<file path="src/rtl/flash_boot_if.sv">
`timescale 1ns/1ps
// flash_boot_if: groups the boot copier's control, SPI and SRAM signals.
//
//   start      request to begin a boot copy (one-cycle pulse)
//   spi_in     command to the SPI byte controller: [7:0] byte, [8]=1 deselect
//   spi_load   one-cycle strobe latching spi_in into the SPI controller
//   spi_out    SPI controller status: [15]=busy, [7:0] last received byte
//   sram_addr  SRAM word address of the current write
//   sram_din   SRAM write data
//   sram_load  one-cycle SRAM write strobe
//   busy       copy in progress
//   done       one-cycle pulse when the copy is complete
//
// master: the copier itself.  slave: the surrounding system.
interface flash_boot_if;
    logic        start;
    logic [15:0] spi_in;
    logic        spi_load;
    logic [15:0] spi_out;
    logic [15:0] sram_addr;
    logic [15:0] sram_din;
    logic        sram_load;
    logic        busy;
    logic        done;

    modport master (
        input  start,
        input  spi_out,
        output spi_in,
        output spi_load,
        output sram_addr,
        output sram_din,
        output sram_load,
        output busy,
        output done
    );

    modport slave (
        output start,
        output spi_out,
        input  spi_in,
        input  spi_load,
        input  sram_addr,
        input  sram_din,
        input  sram_load,
        input  busy,
        input  done
    );
endinterface

</file>
<file path="src/rtl/flash_boot.sv">
`timescale 1ns/1ps
// flash_boot: copies N_WORDS big-endian 16-bit words from SPI flash, starting
// at byte address FLASH_BASE, into SRAM words 0..N_WORDS-1, then deselects
// the flash and pulses done (used to reset the PC and execute from SRAM).
//
// Ports:
//   clk    rising-edge system clock
//   reset  synchronous active-high reset; abandons any copy in progress
//   bus    flash_boot_if.master: start in, SPI command/strobe out, SPI status
//          in, SRAM address/data/strobe out, busy/done out
//
// All outputs are registered. Every SPI byte takes an issue cycle (strobe),
// a guard cycle (controller busy flag not yet valid, so ignored), and then
// waits for the busy flag to drop.
module flash_boot #(
    parameter logic [23:0] FLASH_BASE = 24'h010000,
    parameter logic [15:0] N_WORDS    = 16'd256
) (
    input  logic         clk,
    input  logic         reset,
    flash_boot_if.master bus
);
    typedef enum logic [3:0] {
        IDLE, CMD, A2, A1, A0, RDHI, RDLO, WR, DESEL, FIN
    } state_t;

    typedef enum logic [1:0] {PH_ISSUE, PH_GUARD, PH_WAIT} phase_t;

    localparam logic [15:0] LAST_WORD = N_WORDS - 16'd1;

    state_t      state_q, state_d, nxt_state;
    phase_t      phase_q, phase_d;
    logic [15:0] cnt_q, cnt_d;
    logic [7:0]  hi_q, hi_d;
    logic [7:0]  lo_q, lo_d;
    logic [15:0] spi_in_q, spi_in_d;
    logic        spi_load_q, spi_load_d;
    logic [15:0] sram_addr_q, sram_addr_d;
    logic [15:0] sram_din_q, sram_din_d;
    logic        sram_load_q, sram_load_d;
    logic        busy_q, busy_d;
    logic        done_q, done_d;

    // Status bits other than busy and the received byte carry no meaning here.
    logic unused_status;
    assign unused_status = ^bus.spi_out[14:8];

    // Word sent to the SPI controller on entry to a byte state.
    function automatic logic [15:0] issue_word(state_t s);
        case (s)
            CMD:     return 16'h0003;
            A2:      return {8'h00, FLASH_BASE[23:16]};
            A1:      return {8'h00, FLASH_BASE[15:8]};
            A0:      return {8'h00, FLASH_BASE[7:0]};
            DESEL:   return 16'h0100;
            default: return 16'h0000;
        endcase
    endfunction

    // Successor of a byte state once its SPI transfer has completed.
    function automatic state_t after_byte(state_t s);
        case (s)
            CMD:     return A2;
            A2:      return A1;
            A1:      return A0;
            A0:      return RDHI;
            RDHI:    return RDLO;
            RDLO:    return WR;
            default: return FIN;
        endcase
    endfunction

    always_comb begin
        state_d     = state_q;
        phase_d     = phase_q;
        cnt_d       = cnt_q;
        hi_d        = hi_q;
        lo_d        = lo_q;
        spi_in_d    = spi_in_q;
        sram_addr_d = sram_addr_q;
        sram_din_d  = sram_din_q;
        busy_d      = busy_q;
        spi_load_d  = 1'b0;
        sram_load_d = 1'b0;
        done_d      = 1'b0;
        nxt_state   = after_byte(state_q);

        case (state_q)
            IDLE: begin
                if (bus.start) begin
                    state_d    = CMD;
                    phase_d    = PH_ISSUE;
                    cnt_d      = 16'h0000;
                    busy_d     = 1'b1;
                    spi_in_d   = issue_word(CMD);
                    spi_load_d = 1'b1;
                end
            end
            CMD, A2, A1, A0, RDHI, RDLO, DESEL: begin
                case (phase_q)
                    PH_ISSUE: phase_d = PH_GUARD;
                    PH_GUARD: phase_d = PH_WAIT;
                    default: begin
                        if (!bus.spi_out[15]) begin
                            state_d = nxt_state;
                            phase_d = PH_ISSUE;
                            if (state_q == RDHI) begin
                                hi_d = bus.spi_out[7:0];
                            end
                            if (state_q == RDLO) begin
                                lo_d = bus.spi_out[7:0];
                            end
                            // The strobe for the next state is prepared here so
                            // that it is registered on entry to that state.
                            if (nxt_state == WR) begin
                                sram_load_d = 1'b1;
                                sram_addr_d = cnt_q;
                                sram_din_d  = {hi_q, lo_d};
                            end else if (nxt_state == FIN) begin
                                done_d = 1'b1;
                            end else begin
                                spi_load_d = 1'b1;
                                spi_in_d   = issue_word(nxt_state);
                            end
                        end
                    end
                endcase
            end
            WR: begin
                // Flash keeps streaming sequential bytes, so further words need
                // only dummy reads, no new command or address.
                cnt_d      = cnt_q + 16'd1;
                phase_d    = PH_ISSUE;
                state_d    = (cnt_q == LAST_WORD) ? DESEL : RDHI;
                spi_load_d = 1'b1;
                spi_in_d   = issue_word(state_d);
            end
            FIN: begin
                state_d = IDLE;
                busy_d  = 1'b0;
            end
            default: state_d = IDLE;
        endcase
    end

    always_ff @(posedge clk) begin
        if (reset) begin
            state_q     <= IDLE;
            phase_q     <= PH_ISSUE;
            cnt_q       <= 16'h0000;
            hi_q        <= 8'h00;
            lo_q        <= 8'h00;
            spi_in_q    <= 16'h0000;
            spi_load_q  <= 1'b0;
            sram_addr_q <= 16'h0000;
            sram_din_q  <= 16'h0000;
            sram_load_q <= 1'b0;
            busy_q      <= 1'b0;
            done_q      <= 1'b0;
        end else begin
            state_q     <= state_d;
            phase_q     <= phase_d;
            cnt_q       <= cnt_d;
            hi_q        <= hi_d;
            lo_q        <= lo_d;
            spi_in_q    <= spi_in_d;
            spi_load_q  <= spi_load_d;
            sram_addr_q <= sram_addr_d;
            sram_din_q  <= sram_din_d;
            sram_load_q <= sram_load_d;
            busy_q      <= busy_d;
            done_q      <= done_d;
        end
    end

    assign bus.spi_in    = spi_in_q;
    assign bus.spi_load  = spi_load_q;
    assign bus.sram_addr = sram_addr_q;
    assign bus.sram_din  = sram_din_q;
    assign bus.sram_load = sram_load_q;
    assign bus.busy      = busy_q;
    assign bus.done      = done_q;
endmodule
</file>
<file path="src/flat_wrapper.sv">
// flat-port wrapper written by rule: the top's interface ports become plain ports
module flash_boot_flat 
#(
    parameter logic [23:0] FLASH_BASE = 24'h010000,
    parameter logic [15:0] N_WORDS    = 16'd256
)
  (clk, reset, bus_start, bus_spi_out, bus_spi_in, bus_spi_load, bus_sram_addr, bus_sram_din, bus_sram_load, bus_busy, bus_done);
  flash_boot_if bus_i ();
  input  logic clk;
  input  logic reset;
  input wire logic [$bits(bus_i.start)-1:0] bus_start;
  input wire logic [$bits(bus_i.spi_out)-1:0] bus_spi_out;
  output wire logic [$bits(bus_i.spi_in)-1:0] bus_spi_in;
  output wire logic [$bits(bus_i.spi_load)-1:0] bus_spi_load;
  output wire logic [$bits(bus_i.sram_addr)-1:0] bus_sram_addr;
  output wire logic [$bits(bus_i.sram_din)-1:0] bus_sram_din;
  output wire logic [$bits(bus_i.sram_load)-1:0] bus_sram_load;
  output wire logic [$bits(bus_i.busy)-1:0] bus_busy;
  output wire logic [$bits(bus_i.done)-1:0] bus_done;
  assign bus_i.start = bus_start;
  assign bus_i.spi_out = bus_spi_out;
  assign bus_spi_in = bus_i.spi_in;
  assign bus_spi_load = bus_i.spi_load;
  assign bus_sram_addr = bus_i.sram_addr;
  assign bus_sram_din = bus_i.sram_din;
  assign bus_sram_load = bus_i.sram_load;
  assign bus_busy = bus_i.busy;
  assign bus_done = bus_i.done;
  flash_boot #(.FLASH_BASE(FLASH_BASE), .N_WORDS(N_WORDS)) u_core (.clk(clk), .reset(reset), .bus(bus_i));
endmodule
</file>
<file path="config.mk">
export PLATFORM = sky130hd
export DESIGN_NAME = flash_boot_flat
export DESIGN_NICKNAME = d
export VERILOG_FILES = /design/src/rtl/flash_boot_if.sv /design/src/rtl/flash_boot.sv /design/src/flat_wrapper.sv
export SDC_FILE = /design/constraint.sdc
export NUM_CORES = 1
export LEC_CHECK = 0
export BUFFER_PORTS_ARGS = -buffer_cell sky130_fd_sc_hd__buf_2
export CAP_MARGIN = 20
export CORE_UTILIZATION = 48
export CTS_BUF_LIST = sky130_fd_sc_hd__clkbuf_4 sky130_fd_sc_hd__clkbuf_8
export CTS_CLUSTER_DIAMETER = 100
export DETAILED_ROUTE_END_ITERATION = 16
export PLACE_DENSITY = 0.68
export SETUP_SLACK_MARGIN = 0.1
export SLEW_MARGIN = 0
export SYNTH_ARGS = -nofsm -noshare
export SYNTH_HDL_FRONTEND = slang
export SYNTH_SLANG_ARGS = --single-unit
</file>
<file path="constraint.sdc">
create_clock -name clk -period 1.95 [get_ports clk]
set_clock_uncertainty 0.05 [all_clocks]
set_input_delay 0.39 -clock clk [delete_from_list [all_inputs] [get_ports clk]]
set_output_delay 0.39 -clock clk [all_outputs]
set_load 0.005 [all_outputs]
</file>
==> flow_summary.yaml, run 1 <==
run:
  maxCapViolations: 0
detailed_routing:
  dr.pass1.iters: 4
  route.detailed.drc: 0
  vias_per_cell: 5.236
  post_drt_wl_per_cell_um: 13.30
  drt_iter0_markers: 145
  vias: 2576
  drt_wl_total_um: 6543
  antenna_left: 0
clocking:
  cts_made_buffers: 9
  cts.htree.levels: 3
  clk_latency_ps: 350
  cts_sinks: 69
  cts_root_buf: "clkbuf_8"
  holdBufCountCts: 0
  post-cts-setup-buffer-count: 0
  clk_pin_slew_ps: 90
  cts_tree: "yes"
  cts_buffer_depth: 2
run_status:
  outcome: "finished clean"
power_and_ir_drop:
  switchingPower_w: 0.0007760
  power_density_mw_per_mm2: 847.4
  sequentialPowerShare_pct: 48.0
  clockPowerShare_pct: 44.3
  p_int_w: 0.002273
  netSwitchingFraction_pct: 25.45
  pwr-share-comb_pct: 7.7
  p_leak_nw: 1.488
  ir_drop_v: 0.0005699
  finalPower_w: 0.003049
yosys:
  synth-seq-area-share_pct: 44.73
  synth_edf_count: 0
  yosys.area.top_type: "dfxtp_1"
  synth_top_area_share_pct: 44.73
  synth_seq_cells: 69
  dominantRegCellSynth: "dfxtp_1"
  ys_warn_count: 0
  async_flop_share_pct: 0
  ys_types: 56
  avgSynthCellArea_um2: 8.530
  synth_area_mm2: 0.003088
  synthCells: 362
  synthTopCellsByArea: "dfxtp_1 (45%), nand2_1 (9.4%), a21oi_1 (8.1%), buf_4 (4.1%), nor2_1 (3.8%)"
sta:
  setup_tns_ps: 0
  clock.fmax_mhz: 566.5
  rsz0062_at_grt: "true"
  timing.hold.ws_ps: 223.9
  finalSetupViolCount: 0
  hold_viol: 0
  tightest_slew_ps: 562.1
  max_slew_margin_pct: 62.53
  min_period_over_period_pct: 90.52
  fin_crit_ps: 1765
  slew_viol_final: 0
final_layout:
  final_area_mm2: 0.003598
  multi_input_area_mm2: 0.001501
  fillers: 570
  fin_nets: 432
  drive_gt1_share_pct: 25.66
  diodes: 0
  seqCellArea_mm2: 0.001384
  areaGrowthSynthToFinish_pct: 16.53
worst_setup_path:
  critical_path_class: "flip-flop to flip-flop"
  ff2ff_path_depth: 5
  critical-path-max-stage-delay_ps: 400
  cp.arrival_ps: 1970
  critPathRequiredTime_ps: 2150
  r2r_end: "u_core.state_q[0]"
  rrSetupSlack_ps: 180
  timing.rr.start: "u_core.state_q[1]"
  end_kind: "flip-flop"
  cp_max_fo: 10
  crit_chain: "buf_4, or3_4, a21oi_1, nand2_1, o32ai_1"
  cp-startpoint: "u_core.state_q[1]"
  crit_slowest_cell: "dfxtp_1"
  startpoint_type: "flip-flop"
grt:
  grt_overflow: 0
  groute.usage.overall_pct: 20.92
  grt_max_degree: 31
  grt_pass1_vias: 2294
  antenna_found_initial: 0
  grt_pass1_wl_um: 10580
floorplan:
  coreArea_mm2: 0.006061
  start_util_pct: 50.95
  fp.dieArea_mm2: 0.006758
  io_pins: 71
  num_rows: 28
  die_x_um: 82.21
  die_h_um: 82.21
hold_path:
  hold_end: "u_core.bus.sram_din[5]"
  worstHoldStart: "bus_spi_out[5]"
  whs_path_depth: 3
  holdCritPathClass: "primary input to flip-flop"
placed_design:
  io_buffers: 50
  dp_hpwl_um: 4487
  placed_area_mm2: 0.003359
  place_congestion: 0.8304
## metal layers
metal  GRT usage [%]  vias up  wire length [um]
met5               0        -                 0
met4           8.421        0                75
met3           5.604        6               205
met2           33.47       48              3084
met1           26.63     1196              3178
li1                -     1326                 -
## per-stage QoR
stage	instances	util, %	setup slack, ps
6_report	492	59.37	184.8
2_1_floorplan	374	-	315.3
5_1_grt	492	59.37	88.93
3_5_place_dp	476	55.43	157.3
3_3_place_gp	476	55.43	178.3
4_1_cts	492	59.21	157.8
## registers in the layout (all words and copies together) (netlist names)
name	count
u_core.bus.sram_din	16
u_core.cnt_q	16
u_core.hi_q	8
u_core.bus.spi_in	3
u_core.bus.sram_addr	16
u_core.bus.done	1
u_core.bus.spi_load	1
u_core.bus.sram_load	1
u_core.phase_q	2
u_core.state_q	4
u_core.bus.busy	1
## placed cells by master, fill, tap and decap left out, drive strengths merged, types with 3 or more instances in the layout
cell type and instances:
a21oi 52, inv 7, clkbuf 9, nand2 78, and3 4, nand3 13
nor2 32, conb 13, buf 65, o21ai 4, nand4 4, and4 3
dfxtp 69, mux2i 9, nor3 10, nand3b 3, a211oi 3, mux2 3
## critical path, delay by kind of cell, from the launching register on
family	cells	cell delay, ps
buffers and inverters	1	210
AOI/OAI and AO/OA	2	520
DFF	1	400
and+or+nand+nor	2	490
## timing repair
action | CTS | global route
gates resized for setup | 0 | 5
endpoints found under the setup margin | 0 | 43
hold endpoints to repair | 0 | 0
## power groups by stage
stage	clock network (W)	logic, W	registers [W]
floorplan	0	0.000199	0.00149
finish	0.00135	0.000236	0.00146
detailed placement	0	0.000231	0.00149
global placement	0	0.000229	0.00149
CTS	0.00138	0.000232	0.00146
global route	0.00144	0.000261	0.00147
## layout make-up
type / count / area share, %
Timing Repair Buffer: 65 / 10.54
Sequential cell: 69 / 38.46
Inverter: 3 / 0.3129
Multi-Input combinational cell: 264 / 41.72
Tap cell: 75 / 2.608
Clock inverter: 7 / 2.921
Clock buffer: 9 / 3.442
## synth_stat cells (all sizes together), types with 3 or more instances
library cell,count
nor3,10
mux2i,9
buf,27
mux2,3
clkbuf,10
nand4,4
and3,4
dfxtp,69
a21oi,52
nand3,13
nand2,78
nor2,32
a211oi,3
o21ai,4
inv,3
and4,3
nand3b,3
## worst max-delay path by stage
stage | to | slack (ps) | cells after the start
after global routing | u_core.bus.sram_addr[10] | 90 | 6
after CTS | u_core.hi_q[1] | 160 | 5
after detailed placement | u_core.hi_q[1] | 160 | 5
final | u_core.state_q[0] | 180 | 5
after floorplan | u_core.cnt_q[10] | 320 | 5
after global placement | u_core.cnt_q[10] | 180 | 5
## logic make-up (layout without fill, tap and decap cells)
logic type | Yosys count | count (layout) | synth area share, %
compound gates | 76 | 76 | 16.57
xor+xnor | 3 | 3 | 0.8510
fa+ha+maj | 1 | 1 | 0.4051
buf+inv | 41 | 84 | 8.225
flops | 69 | 69 | 44.73
mux | 12 | 12 | 4.011
other cells | 1 | 13 | 0.1214
simple gates | 159 | 159 | 25.08
Note: power is estimated with default switching activity, not from simulation.
==> run 2, diff against run 1 <==
Settings changed: CORE_MARGIN from default to 3.
==> run 2 against run 1 <==
Effect of this change: final area is essentially flat; clock power is essentially flat; routed wire length increased by 0.70%; die area up 10%; cell count stayed put; hold slack gained 3.4 ps; critical path depth increased by 1; critical path type unchanged; highest routed layer unchanged.
==> flow_summary.yaml, run 2 (synthesized netlist as in run 1, its figures left out) <==
floorplan:
  coreArea_mm2: 0.006061
  fp.dieArea_mm2: 0.007431
  num_rows: 28
  io_pins: 71
  die_x_um: 86.21
  start_util_pct: 50.95
  die_h_um: 86.21
sta:
  fin_crit_ps: 1756
  hold_viol: 0
  timing.hold.ws_ps: 227.3
  finalSetupViolCount: 0
  rsz0062_at_grt: "true"
  clock.fmax_mhz: 569.5
  min_period_over_period_pct: 90.05
  slew_viol_final: 0
  layout_setup_ws_ps: 194.1
  setup_tns_ps: 0
clocking:
  cts.htree.levels: 3
  cts_sinks: 69
  clk_pin_slew_ps: 90
  cts_tree: "yes"
  cts_made_buffers: 9
  cts_buffer_depth: 2
  cts_root_buf: "clkbuf_8"
  clk_latency_ps: 350
detailed_routing:
  post_drt_wl_per_cell_um: 13.39
  top_layer_used: "met4"
  routedLengthMet1_um: 3050
  antenna_left: 0
  wl_met3_um: 267
  vias_per_cell: 5.220
  drt_iter0_markers: 134
  route.detailed.drc: 0
  route.met2.wl_um: 3142
  vias: 2568
  dr.pass1.iters: 4
  drt_wl_total_um: 6589
worst_setup_path:
  end_kind: "flip-flop"
  r2r_end: "u_core.state_q[0]"
  rrSetupSlack_ps: 190
  startpoint_type: "flip-flop"
  cp.arrival_ps: 1960
  timing.rr.start: "u_core.state_q[1]"
  ff2ff_path_depth: 6
  critPathRequiredTime_ps: 2160
  critical_path_class: "flip-flop to flip-flop"
  cp_max_fo: 11
run:
  maxCapViolations: 0
placed_design:
  place_congestion: 0.8259
  dp_hpwl_um: 4576
  place_ws_ps: 111.8
  place_inst: 476
  io_buffers: 50
final_layout:
  fin_nets: 432
  layoutNonFillerInstCount: 492
  diodes: 0
  layout_commonest_cell: "nand2_1"
  areaGrowthSynthToFinish_pct: 16.61
  drive_gt1_share_pct: 26.14
  layout_common_cells: "nand2_1 (76), dfxtp_1 (66), buf_2 (50)"
hold_path:
  worstHoldStart: "bus_spi_out[5]"
  holdCritPathClass: "primary input to flip-flop"
  hold_end: "u_core.bus.sram_din[5]"
  whs_path_depth: 3
grt:
  grt_max_degree: 30
  groute.usage.overall_pct: 18.50
  grt_pass1_wl_um: 10970
  antenna_found_initial: 0
  grt_pass1_vias: 2361
  grt_overflow: 0
power_and_ir_drop:
  power_density_mw_per_mm2: 848.6
  ir_drop_v: 0.0006127
  p_leak_nw: 1.483
run_status:
  outcome: "finished clean"
==> run 2: worst max-delay path by stage <==
stage	from	to	slack, ps	cells past startpoint
CTS	u_core.state_q[3]	u_core.hi_q[7]	110	5
global placement	u_core.state_q[2]	u_core.cnt_q[10]	120	5
finish	u_core.state_q[1]	u_core.state_q[0]	190	6
detailed placement	u_core.state_q[2]	u_core.cnt_q[10]	110	5
floorplan	u_core.state_q[2]	u_core.cnt_q[10]	320	5
global route	u_core.state_q[1]	u_core.state_q[0]	100	6
==> run 2: layout make-up <==
| cell class | count | area, um2 |
|---|---|---|
| clock buffers | 9 | 123.9 |
| clock inverters | 7 | 105.1 |
| fillers | 559 | 2460 |
| inverters | 3 | 11.26 |
| multi-input cells | 264 | 1506 |
| flip-flops and latches | 69 | 1385 |
| well taps | 75 | 93.84 |
| repair buffers | 65 | 375.4 |
==> run 2: worst max-delay path: stages (launching register included) <==
cell,delay [ps]
dfxtp_1,390
buf_4,210
a21o_2,210
a221oi_4,300
nand2_2,120
or2_1,260
o32ai_1,130
==> run 2: timing repair <==
item	in CTS	in global routing
setup endpoints to repair	2	27
gates cloned	0	0
setup buffers	0	0
resized for setup	1	5
hold endpoints to repair	0	0
hold buffers	0	0
==> run 2: stage by stage <==
step                      utilization [%]  power [W]  cell area [um2]
after global routing                59.41   0.003174             3601
after floorplan                         -   0.001684             3133
after detailed placement            55.43   0.001727             3359
final                               59.41   0.003056             3601
after CTS                           59.23   0.003091             3590
after global placement              55.43   0.001724             3359
==> run 2: per-layer routing <==
metal / global-route usage, % / vias to the layer above
met5: 0 / -
li1: - / 1318
met3: 3.992 / 12
met4: 8.499 / 0
met1: 23.26 / 1191
met2: 30.41 / 47
==> run 2: where the power goes <==
part	switching, W	leakage [nW]	internal (W)
registers	0.0000280	0.559	0.00143
logic	0.000140	0.812	0.0000969
clock network	0.000614	0.113	0.000742
total	0.000782	1.48	0.00227
==> run 3, diff against run 2 <==
Settings changed: CELL_PAD_IN_SITES_DETAIL_PLACEMENT from default to 1, CELL_PAD_IN_SITES_GLOBAL_PLACEMENT from default to 2, CORE_UTILIZATION 48 to 32, PLACE_DENSITY 0.68 to 0.76, SLEW_MARGIN 0 to 25.
==> run 3 against run 2 <==
Effect of this change: core utilization shrank 20 points; setup slack lost 10 ps; register-to-register slack is essentially flat; first-iteration DRC count shrank 13%; combinational power grew 8%; sequential share of layout area shrank 1.1 points; critical path type unchanged; critical endpoint is now u_core.state_q[2]; largest cell class unchanged; largest power group unchanged.
==> flow_summary.yaml, run 3 (synthesized netlist as in run 1, its figures left out) <==
final_layout:
  fin_nets: 437
  areaGrowthSynthToFinish_pct: 20.06
  diodes: 0
  layout_common_cells: "nand2_1 (76), dfxtp_1 (67), buf_2 (50)"
  drive_gt1_share_pct: 27.25
  layoutNonFillerInstCount: 551
  layout_commonest_cell: "nand2_1"
worst_setup_path:
  startpoint_type: "flip-flop"
  end_kind: "flip-flop"
  cp_max_fo: 5
  critPathRequiredTime_ps: 2130
  crit_family: "simple AND/OR/NAND/NOR gates"
  cp.arrival_ps: 1950
  crit_slowest_cell: "or4_1"
  crit_chain: "nor4_2, nand3_1, or4_1, o2111ai_1, a21oi_2"
  critical_path_class: "flip-flop to flip-flop"
  critical-path-max-stage-delay_ps: 520
  path_buf_inv: 0
floorplan:
  die_x_um: 104.2
  num_rows: 35
  io_pins: 71
  start_util_pct: 33.11
  fp.dieArea_mm2: 0.01086
  coreArea_mm2: 0.009328
  die_h_um: 104.2
placed_design:
  dp_hpwl_um: 5429
  place_inst: 534
  io_buffers: 50
  place_congestion: 0.7512
  place_ws_ps: 132.3
grt:
  antenna_found_initial: 0
  grt_overflow: 0
  grt-busiest-layer: "met2"
  groute.usage.overall_pct: 14.55
  grt_max_degree: 37
  grt_util_met2_pct: 23.35
  grtUsageMet1_pct: 18.80
  grt_util_met3_pct: 3.228
  grt_pass1_vias: 2643
  grt_pass1_wl_um: 12820
detailed_routing:
  drt_iter0_markers: 116
  vias: 2647
  antenna_left: 0
  post_drt_wl_per_cell_um: 13.75
  dr.pass1.iters: 4
  vias_per_cell: 4.804
  drt_wl_total_um: 7574
  route.detailed.drc: 0
clocking:
  cts_buffer_depth: 2
  cts_sinks: 69
  clk_latency_ps: 350
  cts_made_buffers: 9
  cts.htree.levels: 3
  cts_root_buf: "clkbuf_8"
  clk_pin_slew_ps: 80
  cts_tree: "yes"
power_and_ir_drop:
  ir_drop_v: 0.0002892
  power_density_mw_per_mm2: 809.2
  p_leak_nw: 1.509
sta:
  layout_setup_ws_ps: 183.7
  min_period_over_period_pct: 90.58
  finalSetupViolCount: 0
  hold_viol: 0
  setup_tns_ps: 0
  fin_crit_ps: 1766
  rsz0062_at_grt: "true"
  clock.fmax_mhz: 566.2
  slew_viol_final: 0
run_status:
  outcome: "finished clean"
run:
  maxCapViolations: 0
hold_path:
  holdCritPathClass: "primary input to flip-flop"
[run 3: changes by cell type in the layout (fill, tap and decap cells not counted), sizes merged]
cell	delta
clkinv	+3
inv	-4
clkinvlp	+1
buf	+5
[run 3: layer usage]
| metal | part of all wire (%) | wire [um] |
|---|---|---|
| met3 | 4.2 | 320 |
| met2 | 46 | 3490 |
| met1 | 48 | 3636 |
| met4 | 1.7 | 127 |
| met5 | 0 | 0 |
[run 3: final timing paths]
path                     startpoint                     end  slack, ps  depth (start not counted)
min reg2reg  u_core.bus.sram_din[5]  u_core.bus.sram_din[5]        400                          2
max reg2reg        u_core.cnt_q[13]       u_core.state_q[2]        180                          5
max                u_core.cnt_q[13]       u_core.state_q[2]        180                          5
min                  bus_spi_out[6]  u_core.bus.sram_din[6]        240                          3
[run 3: area by class of cell]
cell class | instances | area (um2)
fill | 1137 | 5620
multi-input combinational | 264 | 1508
sequential | 69 | 1384
timing repair buffer | 70 | 429.2
tap | 129 | 161.4
clock buffer | 9 | 123.9
clock inverter | 7 | 90.09
inverter | 3 | 11.26
[run 3: stage by stage]
stage                     util (%)  hold slack (ps)  power, W  cell area, um2
after CTS                    39.49            227.1  0.003030            3684
after global routing         39.75            235.2  0.003137            3707
final                        39.75            237.6  0.003000            3707
after global placement       37.20            386.5  0.001739            3470
after floorplan                  -            379.4  0.001684            3133
after detailed placement     37.20            394.4  0.001743            3470
[run 3: worst register-to-register path, stage by stage, from the launching register on]
cell       delay, ps
dfxtp_1          350
nor4_2           350
nand3_1          170
or4_1            520
o2111ai_1        130
a21oi_2           80
[run 3: report_power, final]
group          switching [W]  total [W]  internal [W]
registers          0.0000276    0.00146       0.00143
logic               0.000149   0.000255      0.000106
clock network       0.000570    0.00128      0.000713
[run 3: timing repair]
action                     CTS  global route
buffers inserted             0             1
setup endpoints to repair    0            42
hold buffers                 0             0
gates resized for setup      0             8
